$ cat src/rtl/wb_rr_arbiter.sv
// Round-robin Wishbone B3 arbiter: NUM_MASTERS masters share one slave port.
// A grant is held for the whole bus cycle (cyc high), so bursts and RMW
// sequences stay atomic. Priority rotates after every completed cycle.
// Optional stalled-slave watchdog: define WB_ARB_TIMEOUT_EN.
module wb_rr_arbiter #(
   parameter int NUM_MASTERS = 3,
   parameter int AW          = 32,
   parameter int DW          = 32,
   parameter int TIMEOUT     = 255
) (
   input  logic                       wb_clk_i,
   input  logic                       wb_rst_i,
   input  logic [NUM_MASTERS*AW-1:0]  wbm_adr_i,
   input  logic [NUM_MASTERS*DW-1:0]  wbm_dat_i,
   input  logic [NUM_MASTERS*DW/8-1:0] wbm_sel_i,
   input  logic [NUM_MASTERS-1:0]     wbm_we_i,
   input  logic [NUM_MASTERS-1:0]     wbm_cyc_i,
   input  logic [NUM_MASTERS-1:0]     wbm_stb_i,
   input  logic [NUM_MASTERS*3-1:0]   wbm_cti_i,
   input  logic [NUM_MASTERS*2-1:0]   wbm_bte_i,
   output logic [DW-1:0]              wbm_dat_o,
   output logic [NUM_MASTERS-1:0]     wbm_ack_o,
   output logic [NUM_MASTERS-1:0]     wbm_err_o,
   output logic [NUM_MASTERS-1:0]     wbm_rty_o,
   output logic [AW-1:0]              wbs_adr_o,
   output logic [DW-1:0]              wbs_dat_o,
   output logic [DW/8-1:0]            wbs_sel_o,
   output logic                       wbs_we_o,
   output logic                       wbs_cyc_o,
   output logic                       wbs_stb_o,
   output logic [2:0]                 wbs_cti_o,
   output logic [1:0]                 wbs_bte_o,
   input  logic [DW-1:0]              wbs_dat_i,
   input  logic                       wbs_ack_i,
   input  logic                       wbs_err_i,
   input  logic                       wbs_rty_i,
   output logic [NUM_MASTERS-1:0]     grant_o
);

   localparam int unsigned NM = NUM_MASTERS;
   localparam int          IW = (NUM_MASTERS > 1) ? $clog2(NUM_MASTERS) : 1;
   localparam int          SW = DW / 8;

   typedef enum logic {IDLE, BUSY} state_t;

   state_t        state_q, state_d;
   logic [IW-1:0] gnt_idx_q, gnt_idx_d;
   logic [IW-1:0] ptr_q, ptr_d;
   logic [IW-1:0] cand;
   logic [IW-1:0] sel_idx;
   logic          found;
   logic          busy;
   logic          gnt_cyc;
   logic          tmo_hit;

   assign busy    = (state_q == BUSY);
   assign gnt_cyc = busy & wbm_cyc_i[gnt_idx_q];

   // Next-state: arbitrate from ptr in IDLE, hold the grant in BUSY until cyc drops
   always_comb begin
      state_d   = state_q;
      gnt_idx_d = gnt_idx_q;
      ptr_d     = ptr_q;
      found     = 1'b0;
      cand      = '0;
      case (state_q)
         IDLE: begin
            for (int unsigned i = 0; i < NM; i++) begin
               cand = IW'((ptr_q + i) % NM);
               if (!found && wbm_cyc_i[cand]) begin
                  found     = 1'b1;
                  gnt_idx_d = cand;
                  state_d   = BUSY;
               end
            end
         end
         BUSY: begin
            if (!wbm_cyc_i[gnt_idx_q]) begin
               state_d = IDLE;
               ptr_d   = (gnt_idx_q == IW'(NUM_MASTERS - 1)) ? '0 : gnt_idx_q + 1'b1;
            end
         end
         default: state_d = IDLE;
      endcase
   end

   // State, grant index and priority pointer registers
   always_ff @(posedge wb_clk_i or posedge wb_rst_i) begin
      if (wb_rst_i) begin
         state_q   <= IDLE;
         gnt_idx_q <= '0;
         ptr_q     <= '0;
      end else begin
         state_q   <= state_d;
         gnt_idx_q <= gnt_idx_d;
         ptr_q     <= ptr_d;
      end
   end

   // Slave-side mux and response routing to the granted master only
   always_comb begin
      sel_idx   = busy ? gnt_idx_q : ptr_q;
      wbs_adr_o = wbm_adr_i[sel_idx*AW +: AW];
      wbs_dat_o = wbm_dat_i[sel_idx*DW +: DW];
      wbs_sel_o = wbm_sel_i[sel_idx*SW +: SW];
      wbs_we_o  = wbm_we_i[sel_idx];
      wbs_cti_o = wbm_cti_i[sel_idx*3 +: 3];
      wbs_bte_o = wbm_bte_i[sel_idx*2 +: 2];
      wbs_cyc_o = gnt_cyc;
      wbs_stb_o = gnt_cyc & wbm_stb_i[gnt_idx_q] & ~tmo_hit;
      wbm_dat_o = wbs_dat_i;
      wbm_ack_o = '0;
      wbm_err_o = '0;
      wbm_rty_o = '0;
      grant_o   = '0;
      if (busy) grant_o[gnt_idx_q] = 1'b1;
      // responses are gated by the live cyc so a late ack after an abort is dropped
      if (gnt_cyc) begin
         wbm_ack_o[gnt_idx_q] = wbs_ack_i;
         wbm_err_o[gnt_idx_q] = wbs_err_i | tmo_hit;
         wbm_rty_o[gnt_idx_q] = wbs_rty_i;
      end
   end

`ifdef WB_ARB_TIMEOUT_EN
   localparam int CW = $clog2(TIMEOUT + 1);

   logic [CW-1:0] tmo_cnt_q, tmo_cnt_d;
   logic          slv_resp;

   assign slv_resp = wbs_ack_i | wbs_err_i | wbs_rty_i;
   assign tmo_hit  = busy && (tmo_cnt_q == CW'(TIMEOUT));

   // Watchdog: count stalled strobe cycles, clear on any response, idle or expiry
   always_comb begin
      tmo_cnt_d = tmo_cnt_q;
      if (!busy || slv_resp || tmo_hit)
         tmo_cnt_d = '0;
      else if (wbs_stb_o)
         tmo_cnt_d = tmo_cnt_q + 1'b1;
   end

   // Watchdog counter register
   always_ff @(posedge wb_clk_i or posedge wb_rst_i) begin
      if (wb_rst_i) tmo_cnt_q <= '0;
      else          tmo_cnt_q <= tmo_cnt_d;
   end
`else
   assign tmo_hit = 1'b0;
`endif

endmodule

$ cat config.mk
export PLATFORM = sky130hd
export DESIGN_NAME = wb_rr_arbiter
export DESIGN_NICKNAME = d
export VERILOG_FILES = /design/src/rtl/wb_rr_arbiter.sv
export SDC_FILE = /design/constraint.sdc
export NUM_CORES = 1
export LEC_CHECK = 0
export CORE_AREA = 2 2 150 152
export DETAILED_ROUTE_END_ITERATION = 6
export DIE_AREA = 0 0 152 154
export PLACE_DENSITY = 0.56
export REMOVE_ABC_BUFFERS = 1
export SLEW_MARGIN = 20
export SYNTH_ARGS = -nofsm -noshare
export SYNTH_HDL_FRONTEND = slang
export SYNTH_SLANG_ARGS = --single-unit
export TNS_END_PERCENT = 20
$ cat constraint.sdc
create_clock -name wb_clk_i -period 2.1 [get_ports wb_clk_i]
set_input_delay 0.42 -clock wb_clk_i [delete_from_list [all_inputs] [get_ports wb_clk_i]]
set_output_delay 0.42 -clock wb_clk_i [all_outputs]
set_load 0.03 [all_outputs]
==> key figures, run 1 <==
Run status
  • Status: complete, but fails checks
  • Violated checks: negative setup slack

Placement
  • Gpl congestion: 0.7830
  • Post-DP HPWL: 12520 um
  • IO Port Bufs: 320
  • Worst slack at placement: -249.0 ps

Clocking
  • Hold buffers post-CTS: 0
  • # clock sinks: 5
  • CTS tree: built
  • Clock-pin slew on the worst setup and hold paths: 30 ps
  • Worst skew pair latency: 230 ps
  • CTS H-tree lvls: 1
  • Bufs on Longest Clock Path: 2
  • Inserted Clock Buffers: 3
  • CTS root buf: clkbuf_16

GRT
  • Met1 Track Usage GR: 15.88%
  • Initial antenna violation count: 0
  • First-pass GRT wire length: 23910 um
  • M3 GR Usage: 4.707%
  • Pin count of the biggest net entering global routing: 52
  • Total track usage: 12.81%
  • Grt peak-use layer: met2
  • Met2 Use GR: 21.86%
  • Vias in the first global route: 4058
  • GR Overflow Total: 0

Die
  • Core area: 0.02169 mm^2
  • Initial Utilization: 11.56%
  • Die Footprint: 0.02341 mm^2
  • IO Count: 385
  • Die H: 154 um
  • DIE WIDTH: 152 um
  • # rows: 54

Synthesis
  • Library cells used by synthesis: 37
  • Area contributors post-synth: mux2i_1 31%, nand2_1 13%, o21ai_1 11%
  • Leading area contributor after synthesis: mux2i_1
  • Mean Syn Cell Area: 7.004 um^2
  • Register area share after synthesis: 4.990%
  • Synth Register Bits: 5
  • Syn Inst Count: 358
  • YS warnings: 0
  • Area share of the leading cell type in the synthesized netlist: 30.74%
  • Mapped Area: 0.002507 mm^2

Detailed routing
  • Vias/cell: 3.938
  • Detailed-router iteration count before antenna repair: 4
  • Iteration-0 DRC Markers: 176
  • WL per Instance: 16.62 um
  • Routed Antenna Nets: 0
  • Via count: 3804
  • DRC: 0
  • Routed Wire Length: 16050 um

STA
  • Count of final hold-check violations: 0
  • Rel. slew slack: 77.57%
  • Clock Skews: 2.521 ps
  • Unrepaired setup endpoints after global routing: true
  • Period minus WS final: 2291 ps
  • Worst Setup Slack, final: -191.0 ps
  • Fmax: 436.5 MHz
  • Max Slew Vio Count: 0
  • Final cycle utilization of the critical path: 109.1%
  • Setup violations, final: 76
  • Slew @ Worst Pin: 336.0 ps

Critical path
  • CP Max Fanout: 8
  • Worst Path Arrival: 1870 ps
  • Setup CP Type: reg -> out
  • Required @ worst endpoint: 1680 ps
  • Worst Setup Start Kind: register
  • FF-to-FF path depth: 7
  • Crit. End Element: primary output

Cells and area
  • Share of layout cells above drive strength 1: 31.92%
  • Layout Nets: 955
  • Final Core Density: 30.30%
  • Most frequent cells in the layout: 229 x clkdlybuf4s50_1, 101 x buf_4, 67 x mux2i_1
  • Antenna Cells: 0
  • Most common cell after layout, fill and taps aside: clkdlybuf4s50_1
  • Area delta synth->final: 162.1%

Power and ir drop
  • Sw Share: 51.07%
  • Peak VDD IR: 0.4797 mV
  • PwrDens: 1592 mW/mm^2
  • Clock power share: 3.0%
  • Combinational Power Share: 95.0%
  • Int Pwr: 5.119 mW
  • Sequential Power Share: 2.0%
  • Sw power: 5.343 mW
  • Leakage: 2.884 nW
  • Total power: 10.46 mW

Flow run
  • Max-cap violation count: 0

Worst hold path
  • Worst Hold Class: in -> async
-- power groups by stage --
stage	Sequential, mW	Combinational (mW)	Clock [mW]
final	0.206	9.94	0.314
after global routing	0.216	10.6	0.329
after CTS	0.204	9.73	0.321
after detailed placement	0.198	8.69	0
after floorplan	0.232	4.55	0
after global placement	0.198	8.71	0
-- state kept, by name, indices dropped and copies added, names as in the netlist --
name,flops
ptr_q,2
gnt_idx_q,2
busy,1
-- metrics by stage --
step	hold slack, ps	std cells	setup TNS [ps]	cell area [um^2]
2_1_floorplan	198.5	298	-154040	1973
3_3_place_gp	541.1	940	-1691	5862
3_5_place_dp	558.6	940	-2706	5862
4_1_cts	443.9	965	-11790	6367
5_1_grt	469.6	966	-16850	6573
6_report	432.0	966	-8836	6573
-- critical path, cell delays in order, from the launching register on --
cell	delay [ps]
dfrtp_1	410
mux2i_4	290
buf_6	150
buf_12	120
buf_16	160
mux2i_4	250
o21ai_1	80
buf_4	170
-- routing by layer --
metal,up-vias,part of all wire (%)
li1,1866,-
met1,1712,42
met2,216,48
met3,10,8.8
met4,0,0.83
met5,-,0
-- Yosys cell counts --
cell        n
nor2b_1     2
ha_1        3
nor3_1      5
or2_2       1
nand2b_1    4
a22o_1      1
a211oi_1    1
inv_2       1
o21ai_0    16
a211o_1     1
buf_4      35
inv_1       5
nor2_1     11
mux2_1      1
a21boi_1    1
a21oi_1     3
nor3b_1     1
o31ai_1     1
nand2_1    85
o21ai_1    57
buf_12      6
mux2i_1    77
clkbuf_1    8
a21o_1      3
o21ai_2     4
a31oi_1     2
and2_4      1
buf_2       1
buf_6       9
buf_8       1
nor4b_2     1
nand3b_1    1
o21bai_1    1
o22a_1      1
mux2i_4     1
o2bb2ai_1   1
dfrtp_1     5
-- area by class of cell --
cell class	count	area, um^2
multi-input cells	287	2078
clock buffers	4	78.83
well taps	280	350.3
inverters	6	25.02
repair buffers	384	3914
flip-flops and latches	5	126.4
fillers	2291	15120
-- cells by family after synthesis --
logic type / count (synthesis) / synth area share (%)
compound gates: 93 / 20.56
fa+ha+maj: 3 / 1.497
buf+inv: 66 / 22.21
flops: 5 / 4.990
mux: 79 / 32.09
simple gates: 112 / 18.66
-- worst paths after layout --
path	startpoint	end	slack, ps
setup / recovery	busy	wbs_adr_o[9]	-190
hold / removal	wb_rst_i	gnt_idx_q[1]	430
setup reg to reg	ptr_q[0]	gnt_idx_q[0]	120
hold reg to reg	ptr_q[0]	ptr_q[0]	560
max in group asynchronous	wb_rst_i	ptr_q[0]	1470
min in group wb_clk_i	ptr_q[0]	ptr_q[0]	560
-- what timing repair did --
action                                  4_1_cts  5_1_grt
buffers inserted                             18        0
pin swaps                                    11        4
resized for setup                            63       55
cloned                                        4        1
endpoints found under the setup margin       89       87
No activity file was read; power rests on OpenSTA's default activity.
==> run 2: changes to the inputs <==
--- a/config.mk
+++ b/config.mk
@@ -6,9 +6,9 @@
 export NUM_CORES = 1
 export LEC_CHECK = 0
 export CORE_AREA = 2 2 150 152
+export CTS_CLUSTER_SIZE = 8
 export DETAILED_ROUTE_END_ITERATION = 6
 export DIE_AREA = 0 0 152 154
-export PLACE_DENSITY = 0.56
 export REMOVE_ABC_BUFFERS = 1
 export SLEW_MARGIN = 20
 export SYNTH_ARGS = -nofsm -noshare
==> key figures, run 2 (synthesis gave the netlist of run 1 again) <==
Run status
  • Status: complete, but fails checks
  • Violated checks: negative setup slack

Detailed routing
  • Detailed-router iteration count before antenna repair: 6 (+2)
  • Routed Antenna Nets: 0 (unchanged)
  • Routed Wire Length: 16280 um (+1.4%)
  • DRC: 0 (unchanged)
  • Iteration-0 DRC Markers: 190 (+8.0%)
  • WL per Instance: 17.04 um (+2.6%)
  • Vias/cell: 3.908 (-0.76%)
  • Via count: 3732 (-1.9%)

Critical path
  • CP Buf/Inv Count: 4 (unchanged)
  • CP most frequent cell: buf_12
  • Worst Path Arrival: 1880 ps (about the same)
  • R2r setup slk: 70 ps (-50 ps)
  • Cell Chain, Critical Path: mux2i_4, buf_6, buf_12, buf_12, mux2i_2, o21ai_1, buf_4
  • Required @ worst endpoint: 1680 ps (about the same)
  • Crit. End Element: primary output
  • CP Max Fanout: 8 (unchanged)
  • Worst Setup Start Kind: register
  • Worst path top cell family by delay: buffers and inverters
  • Slowest stage delay, CP: 410 ps (about the same)
  • Setup CP Type: reg -> out
  • Slowest stage cell on the critical path: dfrtp_1

Power and ir drop
  • Clock power share: 2.9% (about the same)
  • Peak VDD IR: 0.4556 mV (-5.0%)
  • Combinational Power Share: 95.1% (about the same)
  • Sw power: 5.450 mW (+2.0%)
  • Sequential Power Share: 2.0% (about the same)
  • Int Pwr: 5.251 mW (+2.6%)
  • Leakage: 2.785 nW (-3.4%)
  • Sw Share: 50.93% (-0.14 points)
  • PwrDens: 1647 mW/mm^2 (+3.4%)
  • Total power: 10.70 mW (+2.3%)

Flow run
  • Max-cap violation count: 0 (unchanged)

STA
  • Worst Setup Slack, final: -202.6 ps (-11.58 ps)
  • Rel. slew slack: 75.35% (-2.2 points)
  • Setup violations, final: 84 (+11%)
  • Clock Skews: 2.322 ps (-0.1989 ps)
  • Setup TNS: -11750 ps (-2916 ps)
  • Slew @ Worst Pin: 367.2 ps (+31.29 ps)
  • Fmax: 434.3 MHz (-0.50%)
  • Final cycle utilization of the critical path: 109.6% (+0.55 points)
  • Count of final hold-check violations: 0 (unchanged)
  • Period minus WS final: 2303 ps (+11.58 ps)
  • Unrepaired setup endpoints after global routing: true
  • Max Slew Vio Count: 0 (unchanged)

Cells and area
  • Area delta synth->final: 159.2%
  • Multi-input gate area: 0.002011 mm^2 (-3.3%)
  • Layout Nets: 944 (-1.2%)
  • Most common cell after layout, fill and taps aside: clkdlybuf4s50_1
  • Antenna Cells: 0 (unchanged)
  • Final Cell Area: 0.006499 mm^2 (-1.1%)
  • Fill cells: 2283 (-0.35%)
  • Share of layout cells above drive strength 1: 28.15% (-3.8 points)
  • Reg area: 126.4 um^2 (unchanged)
  • Most frequent cells in the layout: 231 x clkdlybuf4s50_1, 86 x buf_4, 79 x nand2_1

Die
  • IO Count: 385 (unchanged)
  • Die Footprint: 0.02341 mm^2 (unchanged)
  • Die H: 154 um (unchanged)
  • Initial Utilization: 11.56% (unchanged)
  • Core area: 0.02169 mm^2 (unchanged)
  • # rows: 54 (unchanged)
  • DIE WIDTH: 152 um (unchanged)

GRT
  • Total track usage: 12.89% (+0.080 points)
  • GR Overflow Total: 0 (unchanged)
  • First-pass GRT wire length: 23690 um (-0.90%)
  • Initial antenna violation count: 0 (unchanged)
  • Pin count of the biggest net entering global routing: 48 (-7.7%)
  • Vias in the first global route: 3884 (-4.3%)

Clocking
  • # clock sinks: 5 (unchanged)
  • CTS H-tree lvls: 1 (unchanged)
  • CTS tree: built
  • Clock-pin slew on the worst setup and hold paths: 30 ps (about the same)
  • Worst skew pair latency: 230 ps (about the same)
  • Inserted Clock Buffers: 3 (unchanged)
  • Bufs on Longest Clock Path: 2 (unchanged)
  • CTS root buf: clkbuf_16

Placement
  • Gpl congestion: 0.7784 (-0.59%)
  • Post-DP HPWL: 12810 um (+2.3%)
  • Post-DP Area: 0.006002 mm^2 (+2.4%)
  • IO Port Bufs: 320 (unchanged)

Worst hold path
  • Worst Hold Class: in -> async
[run 2: cell count changes in the layout (fill, tap and decap cells not counted), sizes merged]
cell,delta
buf,-10
clkbuf,-1
dlymetal6s2s,-1
clkdlybuf4s50,+2
dlygate4sd2,-1
[run 2: timing repair]
item	CTS	global route
gates cloned	3	1
setup endpoints to repair	88	85
pin swaps	10	3
endpoints found under the hold margin	0	0
hold buffers	0	0
gates resized for setup	52	32
setup buffers	8	1
[run 2: stage by stage]
stage | cells | util [%] | setup slack [ps] | hold slack (ps)
global route | 955 | 29.96 | -309.3 | 448.4
global placement | 942 | 27.67 | -208.1 | 560.3
detailed placement | 942 | 27.67 | -198.5 | 569.4
floorplan | 298 | - | -2091 | 198.5
CTS | 953 | 29.34 | -208.4 | 439.0
finish | 955 | 29.96 | -202.6 | 443.0
[run 2: path summary, 6_finish.rpt]
| check | end | cells past startpoint | from |
|---|---|---|---|
| worst max register to register | gnt_idx_q[0] | 7 | ptr_q[0] |
| worst min-delay path | gnt_idx_q[1] | 2 | wb_rst_i |
| max in group asynchronous | ptr_q[0] | 2 | wb_rst_i |
| worst max-delay path | wbs_adr_o[11] | 7 | busy |
| min in group wb_clk_i | ptr_q[0] | 2 | ptr_q[0] |
| worst min register to register | ptr_q[0] | 2 | ptr_q[0] |
[run 2: power by group through the flow]
stage	combinational (mW)	clock, mW	sequential (mW)
6_report	10.2	0.313	0.210
3_5_place_dp	9.21	0	0.203
3_3_place_gp	9.22	0	0.204
4_1_cts	10.0	0.316	0.209
5_1_grt	10.7	0.321	0.217
2_1_floorplan	4.55	0	0.232
[run 2: final cells by class]
type,instances,share of cell area (%)
multi-input cells,287,30.94
well taps,280,5.391
flip-flops and latches,5,1.945
inverters,6,0.3466
clock buffers,4,1.213
repair buffers,373,60.17
[run 2: metal layers]
metal / track usage [%] / wire length [um] / vias to the layer above
li1: - / - / 1845
met1: 15.75 / 7024 / 1658
met2: 22.11 / 7744 / 220
met3: 4.481 / 1365 / 9
met4: 1.958 / 140 / 0
met5: 1.656 / 0 / -
==> run 3: changes to the inputs <==
--- a/config.mk
+++ b/config.mk
@@ -5,10 +5,10 @@
 export SDC_FILE = /design/constraint.sdc
 export NUM_CORES = 1
 export LEC_CHECK = 0
-export CORE_AREA = 2 2 150 152
+export CORE_AREA = 2 2 149 151
 export CTS_CLUSTER_SIZE = 8
 export DETAILED_ROUTE_END_ITERATION = 6
-export DIE_AREA = 0 0 152 154
+export DIE_AREA = 0 0 151 153
 export REMOVE_ABC_BUFFERS = 1
 export SLEW_MARGIN = 20
 export SYNTH_ARGS = -nofsm -noshare
==> constraint.sdc (replaced) <==
create_clock -name wb_clk_i -period 2.2 [get_ports wb_clk_i]
set_input_delay 0.44 -clock wb_clk_i [delete_from_list [all_inputs] [get_ports wb_clk_i]]
set_output_delay 0.44 -clock wb_clk_i [all_outputs]
set_load 0.03 [all_outputs]
==> key figures, run 3 (synthesis gave the netlist of run 1 again) <==
Critical path
  • Required @ worst endpoint: 1760 ps (+80 ps)
  • Setup CP Type: reg -> out
  • Worst Path Arrival: 1910 ps (+30 ps)
  • CP most frequent cell: buf_12
  • Worst Setup Start Kind: register
  • Slowest stage cell on the critical path: dfrtp_1
  • CP Max Fanout: 7 (-1)
  • Slowest stage delay, CP: 410 ps (about the same)
  • Crit. End Element: primary output
  • Cell Chain, Critical Path: mux2i_4, buf_12, buf_12, mux2i_2, o21ai_0, buf_12

Cells and area
  • Area delta synth->final: 160.7%
  • Layout Nets: 930 (-1.5%)
  • Share of layout cells above drive strength 1: 29.95% (+1.8 points)
  • Finished Layout Cells: 942 (-1.4%)
  • Final Cell Area: 0.006536 mm^2 (+0.58%)
  • Most common cell after layout, fill and taps aside: clkdlybuf4s50_1
  • Most frequent cells in the layout: 230 x clkdlybuf4s50_1, 72 x buf_4, 67 x nand2_1

STA
  • Count of final hold-check violations: 0 (unchanged)
  • Clock Skews: 2.304 ps (-0.01852 ps)
  • Period minus WS final: 2348 ps
  • Final cycle utilization of the critical path: 106.7%
  • Fmax: 425.8 MHz
  • Max Slew Vio Count: 0 (unchanged)
  • Worst Setup Slack, final: -148.3 ps (+54.26 ps)
  • Rel. slew slack: 76.34% (+0.99 points)
  • Slew @ Worst Pin: 351.2 ps (-16.09 ps)
  • Unrepaired setup endpoints after global routing: true
  • Setup violations, final: 69 (-18%)

Clocking
  • Inserted Clock Buffers: 3 (unchanged)
  • CTS root buf: clkbuf_16
  • # clock sinks: 5 (unchanged)
  • Bufs on Longest Clock Path: 2 (unchanged)
  • CTS tree: built
  • Worst skew pair latency: 230 ps (about the same)
  • Clock-pin slew on the worst setup and hold paths: 30 ps (about the same)
  • CTS H-tree lvls: 1 (unchanged)

Power and ir drop
  • PwrDens: 1544 mW/mm^2 (-6.3%)
  • Leakage: 2.800 nW (+0.55%)
  • Sw Share: 51.62% (+0.69 points)
  • Peak VDD IR: 0.5167 mV (+13%)
  • Sw power: 5.208 mW (-4.4%)
  • Int Pwr: 4.882 mW (-7.0%)
  • Combinational Power Share: 95.0% (about the same)
  • Sequential Power Share: 2.0% (about the same)
  • Clock power share: 3.0% (about the same)

Run status
  • Violated checks: negative setup slack
  • Status: complete, but fails checks

Placement
  • IO Port Bufs: 320 (unchanged)
  • Post-DP HPWL: 12420 um (-3.0%)
  • Gpl congestion: 0.7814 (+0.39%)
  • Placed insts: 920 (-2.3%)
  • Post-DP Area: 0.005737 mm^2 (-4.4%)

Detailed routing
  • WL per Instance: 18.01 um (+5.7%)
  • Via count: 3806 (+2.0%)
  • Routed Wire Length: 16960 um (+4.2%)
  • Routed Antenna Nets: 0 (unchanged)
  • Vias/cell: 4.040 (+3.4%)
  • Detailed-router iteration count before antenna repair: 4 (-2)
  • DRC: 0 (unchanged)
  • Iteration-0 DRC Markers: 120 (-37%)

Worst hold path
  • Worst Hold Class: in -> async

GRT
  • Met1 Track Usage GR: 14.74% (-1.0 points)
  • Initial antenna violation count: 1 (+1)
  • M3 GR Usage: 3.910% (-0.57 points)
  • Pin count of the biggest net entering global routing: 51 (+6.3%)
  • First-pass GRT wire length: 22340 um (-5.7%)
  • Met2 Use GR: 22.60% (+0.48 points)
  • Vias in the first global route: 3859 (-0.64%)
  • GR Overflow Total: 0 (unchanged)
  • Total track usage: 12.65% (-0.24 points)
  • Grt peak-use layer: met2

Die
  • IO Count: 385 (unchanged)
  • Initial Utilization: 11.67% (+0.11 points)
  • Die Footprint: 0.02310 mm^2 (-1.3%)
  • DIE WIDTH: 151 um (-0.66%)
  • Core area: 0.02149 mm^2 (-0.93%)
  • Die H: 153 um (-0.65%)
  • # rows: 54 (unchanged)

Flow run
  • Max-cap violation count: 0 (unchanged)
-- run 3: cell count changes in the layout (fill, tap and decap cells not counted), moves of 4 or more --
cell     change
o21ai_1     -10
o21ai_2     +10
nand2_4      +4
nand2_2      +8
mux2i_2      -4
nand2_1     -12
buf_4       -14
buf_12       -7
-- run 3: layout make-up --
class                      count  area [um^2]
tap                          280        350.3
clock buffer                   4        78.83
fill                        2287        14950
multi-input combinational    287         2141
antenna                        1        2.502
sequential                     5        127.6
inverter                       6        25.02
timing repair buffer         359         3811
-- run 3: per-stage QoR --
step / hold slack (ps) / setup TNS [ps] / setup slack, ps / util (%) / power [mW]
2_1_floorplan: 218.5 / -147880 / -2011 / - / 4.664
3_3_place_gp: 556.1 / -815.1 / -146.2 / 26.70 / 8.260
3_5_place_dp: 556.3 / -839.8 / -149.8 / 26.70 / 8.250
4_1_cts: 436.4 / -5881 / -133.3 / 28.48 / 9.408
5_1_grt: 456.8 / -11380 / -187.0 / 30.42 / 10.68
6_report: 427.1 / -4595 / -148.3 / 30.42 / 10.09
-- run 3: timing repair --
action | CTS | global route
pin swaps | 7 | 7
hold buffers | 0 | 0
endpoints found under the setup margin | 87 | 88
resized for setup | 40 | 83
gates cloned | 4 | 5
buffers inserted | 8 | 1
-- run 3: path summary, 6_finish.rpt --
| path | startpoint | end | slack [ps] | depth (start not counted) |
|---|---|---|---|---|
| max | busy | wbs_bte_o[0] | -150 | 6 |
| min in group wb_clk_i | ptr_q[1] | ptr_q[1] | 560 | 2 |
| min reg2reg | ptr_q[1] | ptr_q[1] | 560 | 2 |
| min | wb_rst_i | gnt_idx_q[1] | 430 | 2 |
| max in group asynchronous | wb_rst_i | gnt_idx_q[0] | 1570 | 2 |
| max reg2reg | ptr_q[0] | gnt_idx_q[0] | 170 | 7 |
-- run 3: power groups by stage --
stage / Combinational, mW / Clock [mW] / Sequential [mW]
2_1_floorplan: 4.44 / 0 / 0.222
3_3_place_gp: 8.06 / 0 / 0.201
3_5_place_dp: 8.05 / 0 / 0.202
4_1_cts: 8.90 / 0.305 / 0.204
5_1_grt: 10.1 / 0.316 / 0.215
6_report: 9.58 / 0.300 / 0.206
-- run 3: layer usage --
| metal | up-vias | share of wire (%) | wire length, um |
|---|---|---|---|
| li1 | 1824 | - | - |
| met1 | 1737 | 39 | 6618 |
| met2 | 233 | 50 | 8451 |
| met3 | 12 | 10 | 1755 |
| met4 | 0 | 0.80 | 135 |
| met5 | - | 0 | 0 |
-- run 3: critical path, delay by kind of cell, from the launching register on --
family                 cells  cell delay, ps
AO/OA/AOI/OAI              1             200
buffers and inverters      3             470
flip-flops                 1             410
multiplexers               2             590
